===== src/rtl/bus_pkg.sv =====
// bus_pkg: shared state encoding and default
// device addresses for the two-master bus arbiter.
package bus_pkg;

    typedef enum logic [1:0] {
        IDLE = 2'd0,
        ADDR = 2'd1,
        WAIT = 2'd2,
        DONE = 2'd3
    } state_t;

    localparam logic [15:0] RD_ADDR_DEF = 16'hFFF0;
    localparam logic [15:0] WR_ADDR_DEF = 16'hFFF8;

    // Keep the wait-state count inside what the 4-bit counter can express.
    function automatic logic [3:0] clamp_wait(input int n);
        if (n < 1) return 4'd1;
        if (n > 15) return 4'd15;
        return 4'(n);
    endfunction

endpackage


===== src/rtl/rr_arb2.sv =====
// rr_arb2: two-way round-robin arbiter; a tie goes
// to the master that was not granted last.
module rr_arb2 (
    input  logic       clock,
    input  logic       reset_n,
    input  logic [1:0] req,
    input  logic       update,
    output logic [1:0] gnt
);

    logic last;

    // Pick the winner; a tie goes away from the last-granted master.
    always_comb begin
        gnt = 2'b00;
        case (req)
            2'b01:   gnt = 2'b01;
            2'b10:   gnt = 2'b10;
            2'b11:   gnt = last ? 2'b01 : 2'b10;
            default: gnt = 2'b00;
        endcase
    end

    // Remember who won; starts as master 1 so master 0 takes the first tie.
    always_ff @(posedge clock or negedge reset_n) begin
        if (!reset_n)
            last <= 1'b1;
        else if (update && (|gnt))
            last <= gnt[1];
    end

endmodule


===== src/rtl/bus_arbiter.sv =====
// bus_arbiter: two-master bus with round-robin grant,
// address decode, fixed wait states and ack/err completion.
module bus_arbiter
    import bus_pkg::*;
#(
    parameter int          WAIT_CYCLES = 1,
    parameter logic [15:0] RD_ADDR     = RD_ADDR_DEF,
    parameter logic [15:0] WR_ADDR     = WR_ADDR_DEF
) (
    input  logic        clock,
    input  logic        reset_n,
    input  logic        req0,
    input  logic        req1,
    input  logic        w0,
    input  logic        w1,
    input  logic [15:0] addr0,
    input  logic [15:0] addr1,
    input  logic [15:0] wdata0,
    input  logic [15:0] wdata1,
    input  logic [15:0] dbus_in,
    output logic        gnt0,
    output logic        gnt1,
    output logic        ack,
    output logic        err,
    output logic [15:0] rdata,
    output logic [15:0] abus,
    output logic        w,
    output logic [15:0] dbus_out,
    output logic        dbus_oe,
    output logic        rd_sel,
    output logic        wd_sel
);

    localparam logic [3:0] WC = clamp_wait(WAIT_CYCLES);

    state_t      state;
    state_t      state_nx;
    logic [1:0]  arb_gnt;
    logic [1:0]  owner;
    logic [15:0] abus_r;
    logic [15:0] wdata_r;
    logic [15:0] rdata_r;
    logic        w_r;
    logic [3:0]  cnt;
    logic        grant;
    logic        last_wait;

    rr_arb2 u_rr (
        .clock   (clock),
        .reset_n (reset_n),
        .req     ({req1, req0}),
        .update  (grant),
        .gnt     (arb_gnt)
    );

    assign grant     = (state == IDLE) && (|arb_gnt);
    assign last_wait = (state == WAIT) && (cnt == 4'd1);
    assign abus      = abus_r;
    assign w         = w_r;
    assign rdata     = rdata_r;

    // State register.
    always_ff @(posedge clock or negedge reset_n) begin
        if (!reset_n)
            state <= IDLE;
        else
            state <= state_nx;
    end

    // Next state plus grant, decode, data drive and completion outputs.
    always_comb begin
        state_nx = state;
        gnt0     = 1'b0;
        gnt1     = 1'b0;
        ack      = 1'b0;
        err      = 1'b0;
        rd_sel   = 1'b0;
        wd_sel   = 1'b0;
        dbus_oe  = 1'b0;
        dbus_out = 16'h0000;
        case (state)
            IDLE:    if (grant) state_nx = ADDR;
            ADDR:    state_nx = WAIT;
            WAIT:    if (last_wait) state_nx = DONE;
            DONE:    state_nx = IDLE;
            default: state_nx = IDLE;
        endcase
        if (state != IDLE) begin
            gnt0     = owner[0];
            gnt1     = owner[1];
            rd_sel   = !w_r && (abus_r == RD_ADDR);
            wd_sel   = w_r && (abus_r == WR_ADDR);
            dbus_oe  = w_r;
            dbus_out = w_r ? wdata_r : 16'h0000;
        end
        if (state == DONE) begin
            ack = 1'b1;
            err = !(rd_sel || wd_sel);
        end
    end

    // Latch the winner's request at grant, count wait states, capture reads.
    always_ff @(posedge clock or negedge reset_n) begin
        if (!reset_n) begin
            owner   <= 2'b00;
            abus_r  <= 16'h0000;
            w_r     <= 1'b0;
            wdata_r <= 16'h0000;
            rdata_r <= 16'h0000;
            cnt     <= 4'd0;
        end else begin
            if (grant) begin
                owner   <= arb_gnt;
                abus_r  <= arb_gnt[1] ? addr1 : addr0;
                w_r     <= arb_gnt[1] ? w1 : w0;
                wdata_r <= arb_gnt[1] ? wdata1 : wdata0;
            end
            case (state)
                ADDR:    cnt <= WC;
                WAIT:    cnt <= cnt - 4'd1;
                default: cnt <= 4'd0;
            endcase
            if (last_wait && rd_sel)
                rdata_r <= dbus_in;
        end
    end

endmodule


===== config.mk =====
export PLATFORM = sky130hd
export DESIGN_NAME = bus_arbiter
export DESIGN_NICKNAME = d
export VERILOG_FILES = /design/src/rtl/bus_pkg.sv /design/src/rtl/rr_arb2.sv /design/src/rtl/bus_arbiter.sv
export SDC_FILE = /design/constraint.sdc
export NUM_CORES = 1
export LEC_CHECK = 0
export BUFFER_PORTS_ARGS = -buffer_cell sky130_fd_sc_hd__buf_4
export CORE_ASPECT_RATIO = 1.75
export CORE_MARGIN = 2
export CORE_UTILIZATION = 49
export CTS_CLUSTER_SIZE = 16
export DETAILED_ROUTE_END_ITERATION = 7
export HOLD_SLACK_MARGIN = 0.1
export PLACE_DENSITY_LB_ADDON = 0.12
export RECOVER_POWER = 100
export SYNTH_ARGS = -nofsm -noshare
export SYNTH_HDL_FRONTEND = slang
export SYNTH_SLANG_ARGS = --single-unit

===== constraint.sdc =====
create_clock -name clock -period 5 [get_ports clock]
set_input_delay 0.5 -clock clock [delete_from_list [all_inputs] [get_ports clock]]
set_output_delay 0.5 -clock clock [all_outputs]
set_load 0.05 [all_outputs]

==> flow_metrics.env <==
export IMPL_status="finished, violations left"
export IMPL_violations="capacitance limit, slew limit"
export IMPL_ys_flop_type="dfrtp_1"
export IMPL_crit_slowest_cell="or4b_1"
export IMPL_syn_mean_instance_area_um2=11.2
export IMPL_clock_latency_ns=0.34
export IMPL_yosysWarnings=0
export IMPL_power_leakage_nw=1.95
export IMPL_cts_sinks=58
export IMPL_die_x_um=61.2
export IMPL_htree_levels=3
export IMPL_holdBufCountCts=0
export IMPL_slew_headroom_pct=-102
export IMPL_synth_fp_nets=343
export IMPL_startpoint_type="flop"
export IMPL_ys_seq_area_share_pct=51.8
export IMPL_port_buffers=141
export IMPL_drt_pass1_iterations=4
export IMPL_vias=2331
export IMPL_critPathBufInv=2
export IMPL_layout_setup_ws_ns=1.50
export IMPL_grt_max_degree=67
export IMPL_synth_edf_count=0
export IMPL_grt_pass1_wl_mm=10.5
export IMPL_drc_errors=0
export IMPL_cts_made_buffers=9
export IMPL_pre_cts_ws_ns=1.80
export IMPL_crit_fanout=13
export IMPL_root_buffer="clkbuf_8"
export IMPL_ys_seq_elements=58
export IMPL_cap_violations=2
export IMPL_fin_crit_sh_pct=70.1
export IMPL_drive_above_1_share_pct=31.6
export IMPL_cp_data_required_time_ns=4.50
export IMPL_power_density_nw_per_um2=598
export IMPL_final_cells=471
export IMPL_synthSimpleGateAreaFrac_pct=12.8
export IMPL_cts_resized=0
export IMPL_finClkSkew_ns=0.00850
export IMPL_post_cts_buffers=0
export IMPL_synth_xor_area_share_pct=0.937
export IMPL_drtIter0Drc=75
export IMPL_syn_inst=251
export IMPL_viasPerCell=4.95
export IMPL_gp_congestion=0.699
export IMPL_antenna_found_initial=0
export IMPL_area_delta_synth_final_pct=40.0
export IMPL_cp_top_family="simple AND/OR/NAND/NOR gates"
export IMPL_hold_viol_final=0
export IMPL_worstMarginPinSlew_ns=3.03
export IMPL_grt_use_total_pct=22.1
export IMPL_antenna_left=0
export IMPL_final_setup_tns_ns=0
export IMPL_first_global_vias=2342
export IMPL_synth_compound_area_share_pct=8.34
export IMPL_fill_cells=490
export IMPL_path_class="reg -> out"
export IMPL_tritoncts="done"
export IMPL_nets=482
export IMPL_endpoint_kind="output port"
export IMPL_dp_cells=455
export IMPL_worstPathArrival_ns=3.00
export IMPL_antenna_cells=0
export IMPL_core_um2=5540
export IMPL_setup_viol=0
export IMPL_crit_chain="inv_1 -> ha_1 -> or4b_1 -> nor4_1 -> and3_1 -> clkbuf_1"
export IMPL_grt_overflow=0
export IMPL_hold_path_class="in -> reg"
export IMPL_clk_pin_slew_ns=0.06
export IMPL_die_height_um=104
export IMPL_dp_final_hpwl_mm=4.95
export IMPL_fmax_mhz=286
export IMPL_finalMaxSlewViolations=126
export IMPL_synth_area_um2=2810
export IMPL_wl_per_cell_um=13.9
export IMPL_synth_top_family_by_area="multiplexers"
export IMPL_synth_distinct_cells=31
export IMPL_ioPinCount=142
export IMPL_min_period_ns=3.50
export IMPL_synthMuxAreaShare_pct=19.9
export IMPL_async_reset_ff_share_pct=100
export IMPL_rows=36
export IMPL_initial_core_util_pct=50.6
export IMPL_rsz0062_at_grt="no"
export IMPL_routed_wl_mm=6.55
export IMPL_die_area_um2=6370
export IMPL_synthAdderAreaFrac_pct=2.68
export IMPL_cts_buffer_depth=2
export IMPL_ir_drop_mv=0.381
export IMPL_critical_path_max_stage_delay_ns=0.57
[power by group]
group | internal [mW] | leakage, nW | switching, mW
logic | 0.328 | 1.10 | 0.802
clock network | 0.285 | 0.110 | 0.175
registers | 0.640 | 0.743 | 0.116
[cell usage in the layout, fill, tap and decap left out, drive strengths merged, types with 2 or more instances in the layout]
master  netlist  routed
clkbuf        9      57
a21oi         5       5
and2         17      17
buf           6     101
nor2          5       5
o21ai        34      34
nand4         2       2
ha            6       6
xnor2         3       3
mux2i        33      33
mux2         17      17
inv           4       4
dfrtp        57      57
nor2b         5       5
a21boi        2       2
nand2        35      35
[cells by family after synthesis]
group	count (synthesis)
simple gates	71
xor+xnor	3
fa+ha+maj	6
buf+inv	19
compound gates	44
flops	58
mux	50
[state kept, by name, indices dropped and copies added (netlist names)]
signal     cells
w              1
abus          16
owner          2
cnt            4
wdata_r       16
rdata         16
u_rr.last      1
state          2
[worst register-to-register path, stage by stage, from the launching register on]
cell and delay [ns]:
dfrtp_1 0.40, inv_1 0.09, ha_1 0.37, or4b_1 0.58, nor4_1 0.52, and4_1 0.75, mux2_2 0.41
[through the flow]
stage / hold slack, ns / util, % / cell area (µm²) / power (mW)
after floorplan: 0.204 / - / 2810 / 1.59
after global placement: 0.454 / 70.6 / 3910 / 1.96
after detailed placement: 0.462 / 70.6 / 3910 / 1.99
after CTS: 0.239 / 74.5 / 4130 / 2.46
after global routing: 0.356 / 70.9 / 3930 / 2.50
final: 0.372 / 70.9 / 3930 / 2.35
[final timing paths]
path | startpoint | endpoint | slack [ns] | cells after the start
setup / recovery | state[0] | wd_sel | 1.50 | 6
min in group asynchronous | reset_n | cnt[3] | 1.16 | 1
hold / removal | dbus_in[1] | rdata[1] | 0.37 | 2
setup reg to reg | state[0] | rdata[6] | 1.77 | 6
hold reg to reg | wdata_r[5] | wdata_r[5] | 0.47 | 2
max in group asynchronous | reset_n | abus[15] | 2.14 | 1
[Yosys cell counts (2+ instances only)]
cell	instances	area, µm²
dfrtp_1	57	1430
nand2_1	35	131
o21ai_0	34	170
mux2i_1	33	330
and2_1	17	106
mux2_4	10	150
clkbuf_1	9	33.8
mux2_2	7	78.8
ha_1	6	75.1
a21oi_1	5	25.0
nor2_1	5	18.8
nor2b_1	5	31.3
inv_1	4	15.0
buf_2	3	15.0
xnor2_1	3	26.3
a21boi_0	2	15.0
nand4_1	2	12.5
[per-layer routing]
metal,global-route usage [%],wire [µm],vias up
li1,-,-,1137
met1,24.5,2450,1092
met2,36.8,3430,98
met3,8.83,598,4
met4,7.92,73,0
met5,0,0,-
[layout make-up]
class	instances	area [µm²]	area share [%]
sequential	58	1450	37.0
multi-input combinational	174	1230	31.4
timing repair buffer	143	916	23.3
clock buffer	15	186	4.75
tap	76	95.1	2.42
clock inverter	1	30.0	0.765
inverter	4	15.0	0.382
Power figures use the tool's default switching activity.
